[src/rtl/lfsr_period_tester_if.sv]
// lfsr_period_tester_if: dispatch-side bundle between the UART dispatcher and one polynomial tester
interface lfsr_period_tester_if #(
    parameter int BYTES = 4
);
    logic               ena;
    logic [BYTES*8-1:0] coeffs;
    logic               ready;
    logic               found;
    logic               failure;

    modport master (output ena, output coeffs, input ready, input found, input failure);
    modport slave  (input ena, input coeffs, output ready, output found, output failure);
endinterface

[src/rtl/lfsr_period_tester.sv]
// lfsr_period_tester: measures the Galois LFSR period of a latched polynomial and flags primitive ones
module lfsr_period_tester #(
    parameter int SIZE  = 24,
    parameter int BYTES = 4
) (
    input logic                  clk,
    input logic                  res,
    lfsr_period_tester_if.slave  bus
);
    typedef enum logic [2:0] {IDLE, LOAD, RUN, DONE_FOUND, DONE_FAIL} state_t;

    state_t          r_state;
    logic [SIZE-1:0] r_lfsr;
    logic [SIZE-1:0] r_cnt;
    logic [SIZE-1:0] r_poly;
    logic            r_ready;
    logic            r_found;
    logic            r_failure;

    logic [SIZE-1:0] w_nxt;
    logic [SIZE-1:0] w_cnt_nxt;
    logic            w_back;
    logic            w_full;

    // next Galois state and step count; the period limit 2^SIZE-1 is the all-ones count
    always_comb begin
        w_nxt     = {r_lfsr[SIZE-2:0], 1'b0} ^ (r_lfsr[SIZE-1] ? r_poly : '0);
        w_cnt_nxt = r_cnt + SIZE'(1);
        w_back    = w_nxt == SIZE'(1);
        w_full    = &w_cnt_nxt;
    end

    // test sequencer: latch, validate constant term, step until the state returns to 1
    always_ff @(posedge clk) begin
        if (res) begin
            r_state   <= IDLE;
            r_ready   <= 1'b0;
            r_found   <= 1'b0;
            r_failure <= 1'b0;
            r_lfsr    <= SIZE'(1);
            r_cnt     <= '0;
            r_poly    <= '0;
        end else begin
            case (r_state)
                IDLE: if (bus.ena) begin
                    r_poly  <= bus.coeffs[SIZE-1:0];
                    r_state <= LOAD;
                end
                LOAD: begin
                    r_ready <= 1'b1;
                    r_lfsr  <= SIZE'(1);
                    r_cnt   <= '0;
                    if (!r_poly[0]) begin
                        r_failure <= 1'b1;
                        r_state   <= DONE_FAIL;
                    end else begin
                        r_state <= RUN;
                    end
                end
                RUN: begin
                    r_lfsr <= w_nxt;
                    r_cnt  <= w_cnt_nxt;
                    if (w_back || w_full) begin
                        r_found   <= w_back && w_full;
                        r_failure <= !(w_back && w_full);
                        r_state   <= (w_back && w_full) ? DONE_FOUND : DONE_FAIL;
                    end
                end
                default: r_state <= r_state;
            endcase
        end
    end

    assign bus.ready   = r_ready;
    assign bus.found   = r_found;
    assign bus.failure = r_failure;
endmodule

[src/flat_wrapper.sv]
// flat-port wrapper written by rule: the top's interface ports become plain ports
module lfsr_period_tester_flat 
#(
    parameter int SIZE  = 24,
    parameter int BYTES = 4
)
  (clk, res, bus_ena, bus_coeffs, bus_ready, bus_found, bus_failure);
  lfsr_period_tester_if #(.BYTES(BYTES)) bus_i ();
  input logic clk;
  input logic res;
  input wire logic [$bits(bus_i.ena)-1:0] bus_ena;
  input wire logic [$bits(bus_i.coeffs)-1:0] bus_coeffs;
  output wire logic [$bits(bus_i.ready)-1:0] bus_ready;
  output wire logic [$bits(bus_i.found)-1:0] bus_found;
  output wire logic [$bits(bus_i.failure)-1:0] bus_failure;
  assign bus_i.ena = bus_ena;
  assign bus_i.coeffs = bus_coeffs;
  assign bus_ready = bus_i.ready;
  assign bus_found = bus_i.found;
  assign bus_failure = bus_i.failure;
  lfsr_period_tester #(.SIZE(SIZE), .BYTES(BYTES)) u_core (.clk(clk), .res(res), .bus(bus_i));
endmodule
[config.mk]
export PLATFORM = sky130hd
export DESIGN_NAME = lfsr_period_tester_flat
export DESIGN_NICKNAME = d
export VERILOG_FILES = /design/src/rtl/lfsr_period_tester_if.sv /design/src/rtl/lfsr_period_tester.sv /design/src/flat_wrapper.sv
export SDC_FILE = /design/constraint.sdc
export NUM_CORES = 1
export LEC_CHECK = 0
export BUFFER_PORTS_ARGS = -buffer_cell sky130_fd_sc_hd__buf_2
export CAP_MARGIN = 30
export CORE_ASPECT_RATIO = 0.5
export CORE_MARGIN = 5
export CORE_UTILIZATION = 50
export DETAILED_ROUTE_END_ITERATION = 10
export GPL_ROUTABILITY_DRIVEN = 0
export PLACE_DENSITY = 0.72
export SLEW_MARGIN = 25
export SYNTH_ARGS = -nofsm -noshare
export SYNTH_HDL_FRONTEND = slang
export SYNTH_SLANG_ARGS = --single-unit
[constraint.sdc]
create_clock -name clk -period 2.7 [get_ports clk]
set_input_delay 0.135 -clock clk [delete_from_list [all_inputs] [get_ports clk]]
set_output_delay 0.135 -clock clk [all_outputs]
set_load 0.005 [all_outputs]
-- Word level (Yosys, flattened, before mapping)
Index checks and enable logic that the tools add are counted.
- logic and storage cells: 37
- output and inout bits: 3
- bits of input ports: 35
- bits in registers: 78
- bitwise logic cells: 1
- reductions and logical operators: 11
- $add $sub $neg: 1
- mux-type cells: 11
- equal/unequal tests: 6
- operator list (kind ; number):
    24-bit one-hot mux with 2 select lines ; 2
    24-bit by 1-bit adder with 24-bit output, second input constant ; 1
    24-bit by 1-bit == test with 1-bit output, second input constant ; 1
    24-bit two-way mux ; 1
    24-bit AND reduction ; 1
    24-bit bitwise XOR ; 1
    3-bit two-way mux ; 4
    3-bit one-hot mux with 3 select lines ; 1
    3-bit AND reduction ; 2
    2-bit != test, second input constant ; 2
    2-bit AND reduction ; 2
    3-bit by 1-bit == test with 1-bit output, second input constant ; 1
    3-bit by 2-bit == test with 1-bit output, second input constant ; 1
    3-bit logical NOT ; 1
    3-bit nonzero test ; 1
    1-bit two-way mux ; 2
    2-bit by 1-bit != test with 1-bit output, second input constant ; 1
    1-bit one-hot mux with 2 select lines ; 1
    2-bit nonzero test ; 1
    1-bit logical AND ; 1
    1-bit logical NOT ; 1
    1-bit logical OR ; 1

-- Longest topological paths before layout
Gate-level depths: netlist of the first run.
- word-level depth: 7
- gate-level depth with buffers: 10
- mapped depth without buffers: 10

-- Least setup slack after synthesis of the first run
Ideal clock, no wire load.
- kind: flip-flop to flip-flop
- start: reg u_core.r_cnt[0]
- end: reg u_core.r_state[2]
- path buffers: 1
- data arrival time: 2753 ps
- setup slack: -124 ps
- data required time: 2630 ps
- cell stages (with the launch flop): 11
- setup time: 70 ps
- period minus slack after synthesis: 2824 ps
- cells stage by stage: dfxtp_1 ha_1 nand3_1 or4_1 clkbuf_1 or3_1 a22o_1 a2111oi_4 nor3_2 a221o_1 a21oi_1
- longest elaborated chain between the ends: 6
- elaborated cells between the ends (all ways): 9
- those cells by class: add/sub (1); eq/ne (1); mux (3); reduce/logical (4)
- RTL lines (what ; RTL line ; text):
    start, declared ; lfsr_period_tester.sv:14 ; logic [SIZE-1:0] r_cnt;
    start signal, assigned ; lfsr_period_tester.sv:62 ; r_cnt <= w_cnt_nxt;
    24-bit by 1-bit adder with 24-bit output (*) ; lfsr_period_tester.sv:28 ; w_cnt_nxt = r_cnt + SIZE'(1);
    24-bit AND reduction (*) ; lfsr_period_tester.sv:30 ; w_full = &w_cnt_nxt;
    1-bit logical AND ; lfsr_period_tester.sv:66 ; r_state <= (w_back && w_full) ? DONE_FOUND : DONE_FAIL;
    3-bit two-way mux ; lfsr_period_tester.sv:66 ;
    3-bit two-way mux ; lfsr_period_tester.sv:63 ; if (w_back || w_full) begin
    3-bit one-hot mux with 3 select lines ; lfsr_period_tester.sv:44 ; case (r_state)
    end signal, assigned ; lfsr_period_tester.sv:66 ;
    end signal, assigned ; lfsr_period_tester.sv:69 ; default: r_state <= r_state;
    end, declared ; lfsr_period_tester.sv:12 ; state_t r_state;
Every way passes the cells marked *; elsewhere a longest branch is shown, timed or not. The select of a mux whose other input is x is not followed.
A chain may end at the register's enable or synchronous reset.

-- Final worst setup path of the first run
- start: reg u_core.r_cnt[1]
- end: reg u_core.r_state[2]
Same word-level chain as after synthesis.

==> results of run 1 <==
## per-layer routing
layer  GRT usage [%]  vias up  wire (µm)
met4            5.91        0        179
met5               0        -          0
met1            24.7     1834       4830
met3            6.60       17        430
met2            34.5       70       4540
li1                -     2037          -
## cell type report
type	count	area, µm²	area share, %
clock inverters	1	5.00	0.0999
multi-input cells	431	2570	51.2
well taps	112	140	2.80
inverters	5	18.8	0.375
flip-flops and latches	78	1570	31.4
repair buffers	65	444	8.87
clock buffers	14	264	5.27
## layout by cell type, fill, tap and decap left out, types with 3 or more instances in the layout
cell       count
nand2_1       94
dfxtp_1       75
nor2_1        66
a21oi_1       51
xnor2_1       35
a22oi_1       34
buf_4         33
o21ai_0       32
buf_2         29
nor4_1         9
nand3_1        9
clkbuf_16      9
nand4_1        8
nor4bb_1       7
xor2_1         7
nor3_1         6
inv_1          5
a31o_2         5
nand3b_1       5
a311oi_1       5
nand2b_1       4
and3_1         4
o22ai_1        3
a211oi_1       3
nand3_2        3
nand4b_1       3
a211oi_2       3
a31oi_1        3
clkbuf_1       3
## worst min-delay path by stage
| stage | startpoint | cells after the start | end | slack, ps |
|---|---|---|---|---|
| 2_1_floorplan | res | 2 | u_core.r_lfsr[0] | 250 |
| 3_3_place_gp | bus_coeffs[7] | 3 | u_core.r_poly[7] | 370 |
| 3_5_place_dp | bus_coeffs[22] | 3 | u_core.r_poly[22] | 380 |
| 4_1_cts | bus_coeffs[9] | 3 | u_core.r_poly[9] | 20 |
| 5_1_grt | bus_coeffs[19] | 3 | u_core.r_poly[19] | 30 |
| 6_report | bus_coeffs[9] | 3 | u_core.r_poly[9] | 30 |
## sequential cells by signal (all words and copies together), names as in the netlist
name / flops
u_core.bus.failure: 1
u_core.bus.found: 1
u_core.bus.ready: 1
u_core.r_cnt: 24
u_core.r_lfsr: 24
u_core.r_poly: 24
u_core.r_state: 3
## worst max-delay path, delay by kind of cell (launching register included)
family | cells | cell delay (ps)
AO/OA/AOI/OAI | 4 | 840
adder cells (fa/ha/maj) | 1 | 130
buffers and inverters | 1 | 200
flip-flops | 1 | 350
AND/OR/NAND/NOR | 4 | 960
## per-stage QoR
| stage | total power, mW | instances | setup slack, ps |
|---|---|---|---|
| 2_1_floorplan | 2.14 | 552 | 1.02 |
| 5_1_grt | 3.87 | 706 | 26.1 |
| 3_3_place_gp | 2.48 | 689 | 48.2 |
| 3_5_place_dp | 2.49 | 689 | -7.76 |
| 4_1_cts | 3.63 | 704 | 4.28 |
| 6_report | 3.63 | 706 | 153 |
## repair_timing
item                       CTS  global route
hold buffers                 0             0
gates resized for setup      2            13
pin swaps                    1             6
setup endpoints to repair    1             4
setup buffers                0             2
## power groups by stage
stage	Combinational [mW]	Clock [mW]	Sequential (mW)
after detailed placement	1.04	0	1.45
after CTS	1.07	1.14	1.43
after floorplan	0.730	0	1.41
after global placement	1.03	0	1.45
final	1.08	1.12	1.43
after global routing	1.22	1.20	1.45
## logic make-up after synthesis
logic type | Yosys count | synth area share, %
and+or+nand+nor | 233 | 26.0
buffers and inverters | 43 | 3.97
DFF | 78 | 37.2
AOI/OAI and AO/OA | 152 | 23.1
xor gates and xnor gates | 44 | 9.18
adders and majority gates | 2 | 0.596
==> impl_metrics.tcl, run 1 <==
set metrics [dict create \
    antenna_left 0 \
    seqPwrFrac_pct 39.4 \
    worstPathArrival_ps 2830 \
    timing.rr.start "u_core.r_cnt[1]" \
    startpoint_type "flop" \
    critical_path_class "flop to flop" \
    clkTransAtPathRegs_ps 60 \
    peakVddDrop_mv 0.431 \
    critPathCapture "u_core.r_state[2]" \
    route.detailed.drc 0 \
    ys_seq_area_share_pct 37.2 \
    p_int_mw 2.33 \
    ys_seq_elements 78 \
    core_um2 8090 \
    p_per_area_nw_per_um2 724 \
    yosysWarnings 0 \
    n_antenna_cell 0 \
    slew_headroom_pct 49.9 \
    ys.flop_type "dfxtp_1" \
    cts_buffers 9 \
    switching_share_pct 35.9 \
    synth_edf_count 0 \
    dr.pass1.iters 4 \
    design_area_um2 5010 \
    combPwrFrac_pct 29.8 \
    synth_nets 589 \
    fin_crit_sh_pct 94.3 \
    grt_pass1_wl_mm 17.1 \
    dp_hpwl_mm 6.55 \
    fp-row-count 23 \
    drt_iter0_drc 300 \
    crit_start "u_core.r_cnt[1]" \
    critPathMaxFanout 4 \
    critPathMaxStageDelay_ps 500 \
    yosysTopAreaCell "dfxtp_1" \
    clock_power_share_pct 30.8 \
    htreeDepth 3 \
    crit_required_ps 2980 \
    hp-class "input port to flop" \
    fp.dieW_um 140 \
    r2r-end "u_core.r_state[2]" \
    hold_viol_final 0 \
    netSwitchingPower_mw 1.30 \
    fin_setup_tns_ps 0 \
    clkSinkCount 78 \
    n_fill_cell 716 \
    wirelength_mm 9.98 \
    tightest_slew_ps 750 \
    synth_cell_type_count 46 \
    layout-drive-gt1-share_pct 17.5 \
    area_delta_synth_final_pct 19.3 \
    endpoint_kind "flop" \
    grt_pass1_vias 3638 \
    slew_viol_final 0 \
    status "finished clean" \
    worstRegToRegCells 10 \
    avgSynthCellArea_um2 7.60 \
    cpMaxStageDelayCell "or4_4" \
    die_h_um 74.8 \
    placed_area_um2 4650 \
    rsz0062_at_grt "false" \
    grt_max_degree 43 \
    p_leak_nw 1.74 \
    period_needed_ps 2550 \
    async_flop_share_pct 0 \
    io_pins 38 \
    synth_area_leaders "dfxtp_1 (37%), nand2_1 (8.5%), xnor2_1 (7.7%), a21oi_1 (6.2%), a22oi_1 (6.1%)" \
    grt_usage_pct 20.1 \
    via_count 3958 \
    wl_per_cell_um 14.1 \
    holdWs_ps 29.3 \
    syn_inst 552 \
    antenna_found_initial 0 \
    fin_util_pct 61.9 \
    root_buffer "clkbuf_16" \
    start_util_pct 51.9 \
    cp_cell_sequence "ha_4, nand3_2, or4_4, or3_1, a22o_1, a2111oi_4, buf_4, nor3_2, a221o_1, a21oi_2" \
    insertion_delay_ps 340 \
    syn_area_um2 4200 \
    maxCapViolCount 0 \
    clockBufferDepth 2 \
    setup_violations 0 \
    yosysTopAreaCellShare_pct 37.2 \
    max_freq_mhz 393 \
    fin_skew_ps 3.16 \
    viasPerCell 5.61 \
    die_area_um2 10400 \
    tritoncts "built" \
    finalNetCount 627 \
    synthTopCellsByCount "nand2_1 (95), dfxtp_1 (78), nor2_1 (67), a21oi_1 (52), xnor2_1 (37)" \
    synth_most_common_cell "nand2_1" \
    grt_overflow 0 \
    ff2ff_setup_slack_ps 150 \
    io_buffers 29 \
]
Power figures use the tool's default switching activity.
==> inputs of run 2 (changes only) <==
- CORE_UTILIZATION: 50 -> 45
- PLACE_DENSITY: 0.72 -> 0.66
==> run 2 against run 1 <==
Design area up 0.35%; non-clock buffer count is 2 lower; register-to-register slack is essentially flat; clock skew up 6.0 ps; maximum frequency is 0.16% lower; combinational power about the same; die area is 9.9% higher; global-route usage is 2.2 points lower; sequential share of layout area decreased by 0.13 points; worst hold slack lost 8.2 ps; first-iteration DRC count down 11%; critical path type unchanged; critical endpoint unchanged; largest cell class unchanged; largest power group unchanged.
==> impl_metrics.tcl, run 2 (synthesized netlist as in run 1, its figures left out) <==
set metrics [dict create \
    cpMaxStageDelayCell "or4_4" \
    area_delta_synth_final_pct 19.8 \
    layout_common_cells "nand2_1 (95), dfxtp_1 (76), nor2_1 (66)" \
    via_count 3990 \
    finalNetCount 625 \
    viasPerCell 5.62 \
    fp-row-count 24 \
    fin_crit_sh_pct 94.5 \
    tightest_slew_ps 749 \
    status "finished clean" \
    dp_hpwl_mm 6.62 \
    peakVddDrop_mv 0.417 \
    fin_setup_tns_ps 0 \
    wirelength_mm 10.2 \
    p_leak_nw 1.75 \
    critical_path_class "flop to flop" \
    hp-class "input port to flop" \
    grt_pass1_wl_mm 16.9 \
    grt_usage_pct 17.8 \
    htreeDepth 3 \
    cp_cell_sequence "nand3_2, or4_4, or3_1, a22o_1, a2111oi_4, buf_4, nor3_2, a221o_1, a21oi_1" \
    io_buffers 29 \
    antenna_left 0 \
    root_buffer "clkbuf_16" \
    route.detailed.drc 0 \
    slew_viol_final 0 \
    start_util_pct 47.2 \
    slew_headroom_pct 50.0 \
    io_pins 38 \
    n_antenna_cell 0 \
    endpoint_kind "flop" \
    grt_overflow 0 \
    dr.pass1.iters 4 \
    crit_required_ps 2970 \
    insertion_delay_ps 340 \
    crit_family "simple AND/OR/NAND/NOR gates" \
    core_um2 8890 \
    clkSinkCount 78 \
    clkTransAtPathRegs_ps 70 \
    tritoncts "built" \
    period_needed_ps 2550 \
    p_per_area_nw_per_um2 775 \
    final_common_cell "nand2_1" \
    setup_violations 0 \
    hold_viol_final 0 \
    die_area_um2 11500 \
    fin_skew_ps 9.13 \
    drt_iter0_drc 267 \
    critPathMaxStageDelay_ps 530 \
    maxCapViolCount 0 \
    critPathMaxFanout 5 \
    grt_pass1_vias 3454 \
    crit_buf_inv 1 \
    fp.dieW_um 147 \
    startpoint_type "flop" \
    rsz0062_at_grt "false" \
    instances_no_fill 710 \
    max_freq_mhz 392 \
    die_h_um 78.3 \
    grt_max_degree 33 \
    dp.cells 693 \
    layout-drive-gt1-share_pct 16.9 \
    reg_top3 "u_core.r_cnt x24, u_core.r_lfsr x24, u_core.r_poly x24" \
    clockBufferDepth 2 \
    wl_per_cell_um 14.4 \
    cts_buffers 9 \
    worstPathArrival_ps 2820 \
    antenna_found_initial 0 \
]
-- run 2: cell count changes in the layout (fill, tap and decap cells not counted), moves of 2 or more --
cell / delta
clkinvlp_4: +2
clkbuf_1: -3
buf_12: -2
xnor2_1: +2
clkbuf_8: -2
bufinv_16: +3
clkinv_4: +2
xnor2_2: -2
-- run 2: final timing paths --
check                                      start                end  slack [ps]  depth (start not counted)
worst max-delay path            u_core.r_cnt[10]  u_core.r_state[2]         150                          9
worst min-delay path              bus_coeffs[22]  u_core.r_poly[22]          20                          3
worst max register to register  u_core.r_cnt[10]  u_core.r_state[2]         150                          9
worst min register to register  u_core.bus.found   u_core.bus.found         460                          2
-- run 2: metrics by stage --
stage | total power, mW | instance area (µm²) | util (%) | setup WS [ps] | hold slack [ps]
final | 3.90 | 5030 | 56.5 | 149 | 21.0
after global routing | 4.12 | 5030 | 56.5 | 10.6 | 18.9
after CTS | 3.90 | 4970 | 55.9 | 9.51 | 15.9
after detailed placement | 2.49 | 4620 | 52.0 | 36.8 | 380
after global placement | 2.46 | 4620 | 52.0 | 54.9 | 375
after floorplan | 2.14 | 4220 | - | 1.02 | 252
-- run 2: cell type report --
class	instances	area, µm²
multi-input cells	431	2540
clock buffers	9	225
inverters	5	18.8
repair buffers	63	404
fillers	887	3860
clock inverters	7	123
flip-flops and latches	78	1570
well taps	117	146
-- run 2: what timing repair did --
| item | 4_1_cts | 5_1_grt |
|---|---|---|
| hold buffers | 0 | 0 |
| endpoints found under the setup margin | 0 | 4 |
| resized for setup | 0 | 9 |
| buffers inserted | 0 | 1 |
-- run 2: layer usage --
layer | share of wire [%] | track usage [%] | up-vias
met1 | 48 | 24.0 | 1856
met5 | 0 | 0 | -
met3 | 4.8 | 5.01 | 8
met4 | 0.91 | 4.41 | 0
met2 | 46 | 28.5 | 92
li1 | - | - | 2034
-- run 2: worst register-to-register path, delay by kind of cell (launching register included) --
family / cells / cell delay (ps)
AOI/OAI and AO/OA: 4 / 820
and+or+nand+nor: 4 / 1050
buffers and inverters: 1 / 190
DFF: 1 / 420
-- run 2: report_power, final --
group | leakage, nW | switching, mW | internal [mW]
sequential | 0.634 | 0.152 | 1.27
combinational | 0.958 | 0.698 | 0.361
clock | 0.162 | 0.505 | 0.906
total | 1.75 | 1.36 | 2.54
==> inputs of run 3 (changes only) <==
- CORE_MARGIN: 5 -> not set
==> run 3 against run 2 <==
Setup slack got worse by 160 ps; highest routed layer unchanged; worst hold slack better by 5.8 ps; wire length fell by 1.7%; largest power group unchanged; sequential share of layout area is 0.37 points higher; maximum frequency is 6.0% lower; critical endpoint unchanged; flip-flop and latch count unchanged; combinational power hardly changed; clock skew is 1.7 ps lower; the run now ends with setup timing left; register-to-register slack worse by 160 ps; cell count down 0.14%.
==> impl_metrics.tcl, run 3 (synthesized netlist as in run 1, its figures left out) <==
set metrics [dict create \
    die_area_um2 9740 \
    via_count 3958 \
    ff2ff_setup_slack_ps -10 \
    peakVddDrop_mv 0.405 \
    wl_per_cell_um 14.1 \
    min_from "bus_coeffs[22]" \
    rsz0062_at_grt "true" \
    status "finished, violations left" \
    clkSinkCount 78 \
    violations "setup timing" \
    fin_setup_tns_ps -12.9 \
    layout-drive-gt1-share_pct 16.4 \
    worstPathArrival_ps 2980 \
    antenna_left 0 \
    layout_common_cells "nand2_1 (95), dfxtp_1 (76), nor2_1 (66)" \
    holdPathEnd "u_core.r_poly[22]" \
    grt_usage_pct 21.6 \
    wirelength_mm 10.0 \
    fin_crit_sh_pct 100 \
    crit_buf_inv 0 \
    io_buffers 29 \
    finalNetCount 624 \
    crit_start "u_core.r_cnt[1]" \
    critPathMaxFanout 4 \
    design_area_um2 4970 \
    crit_required_ps 2970 \
    area_delta_synth_final_pct 18.4 \
    dp_hpwl_mm 6.54 \
    root_buffer "clkbuf_16" \
    core_um2 8890 \
    endpoint_kind "flop" \
    slew_viol_final 0 \
    critPathMaxStageDelay_ps 490 \
    io_pins 38 \
    cp_cell_sequence "ha_4, nand3_2, or4_4, or3_1, a22o_1, a2111oi_4, nor3_2, a221o_1, a21oi_1" \
    hold_depth 3 \
    setup_violations 1 \
    grt_pass1_wl_mm 16.9 \
    grt_max_degree 36 \
    hp-class "input port to flop" \
    viasPerCell 5.58 \
    slew_headroom_pct 52.5 \
    max_freq_mhz 369 \
    cts_buffers 9 \
    reg_top3 "u_core.r_cnt x24, u_core.r_lfsr x24, u_core.r_poly x24" \
    startpoint_type "flop" \
    n_antenna_cell 0 \
    p_leak_nw 1.72 \
    setup_slack_ps -12.9 \
    start_util_pct 47.2 \
    fin_total_pwr_mw 3.74 \
    fp.dieW_um 139 \
    grt_pass1_vias 3538 \
    tightest_slew_ps 712 \
    cpMaxStageDelayCell "or4_4" \
    p_per_area_nw_per_um2 753 \
    hold_viol_final 0 \
    cts-hold-fix-buffers 0 \
    final_common_cell "nand2_1" \
    worstRegToRegCells 9 \
    antenna_found_initial 0 \
    period_needed_ps 2710 \
    placed_area_um2 4630 \
    r2r-end "u_core.r_state[2]" \
    fin_skew_ps 7.47 \
    htreeDepth 3 \
    clkTransAtPathRegs_ps 60 \
    drt_iter0_drc 199 \
    critical_path_class "flop to flop" \
    die_h_um 70.3 \
    insertion_delay_ps 340 \
    dr.pass1.iters 5 \
    clockBufferDepth 2 \
    timing.rr.start "u_core.r_cnt[1]" \
    fp-row-count 24 \
    crit_family "compound AO/OA/AOI/OAI gates" \
    maxCapViolCount 0 \
    grt_overflow 0 \
    tritoncts "built" \
    route.detailed.drc 0 \
]
[run 3: cell count changes in the layout (fill, tap and decap cells not counted), moves of 2 or more]
cell / delta
clkinv_4: -2
clkbuf_8: +2
clkinv_2: +2
bufinv_16: -2
nor4_1: +2
[run 3: area by class of cell]
cell class                 instances  area (µm²)
fill                             846        3920
multi-input combinational        431        2520
sequential                        78        1570
timing repair buffer              62         405
clock buffer                      11         253
tap                              117         146
clock inverter                     5        56.3
inverter                           5        18.8
[run 3: where the power goes]
group	switching, mW	internal (mW)	total [mW]
clock	0.482	0.766	1.25
combinational	0.707	0.354	1.06
sequential	0.154	1.28	1.43
total	1.34	2.40	3.74
[run 3: how the worst max path moves through the flow]
stage	end	slack, ps	depth (start not counted)
floorplan	u_core.r_state[0]	1	10
global placement	u_core.r_state[0]	1	9
detailed placement	u_core.r_state[0]	-30	9
CTS	u_core.r_state[0]	10	10
global route	u_core.r_state[2]	-150	9
finish	u_core.r_state[2]	-10	9
[run 3: worst min-delay path, cell delays in order]
cell and delay, ps:
buf_2 90, nand2_1 50, a21oi_1 50
[run 3: routing by layer]
metal	global-route usage (%)	wire length, µm
met1	28.3	4960
met2	35.0	4530
met3	4.94	392
met4	7.49	141
met5	0	0
[run 3: timing repair]
action | in CTS | in global routing
gates resized for setup | 0 | 6
setup endpoints to repair | 4 | 5
buffers inserted | 0 | 1
pin swaps | 1 | 12
[run 3: metrics by stage]
stage               util, %  instances  hold WS, ps  worst slack (ps)
floorplan                 -        552          252              1.02
global placement       52.1        692          374              1.24
detailed placement     52.1        692          381             -31.8
CTS                    55.5        708         18.8              11.3
global route           55.9        709         33.3              -147
finish                 55.9        709         26.8             -12.9
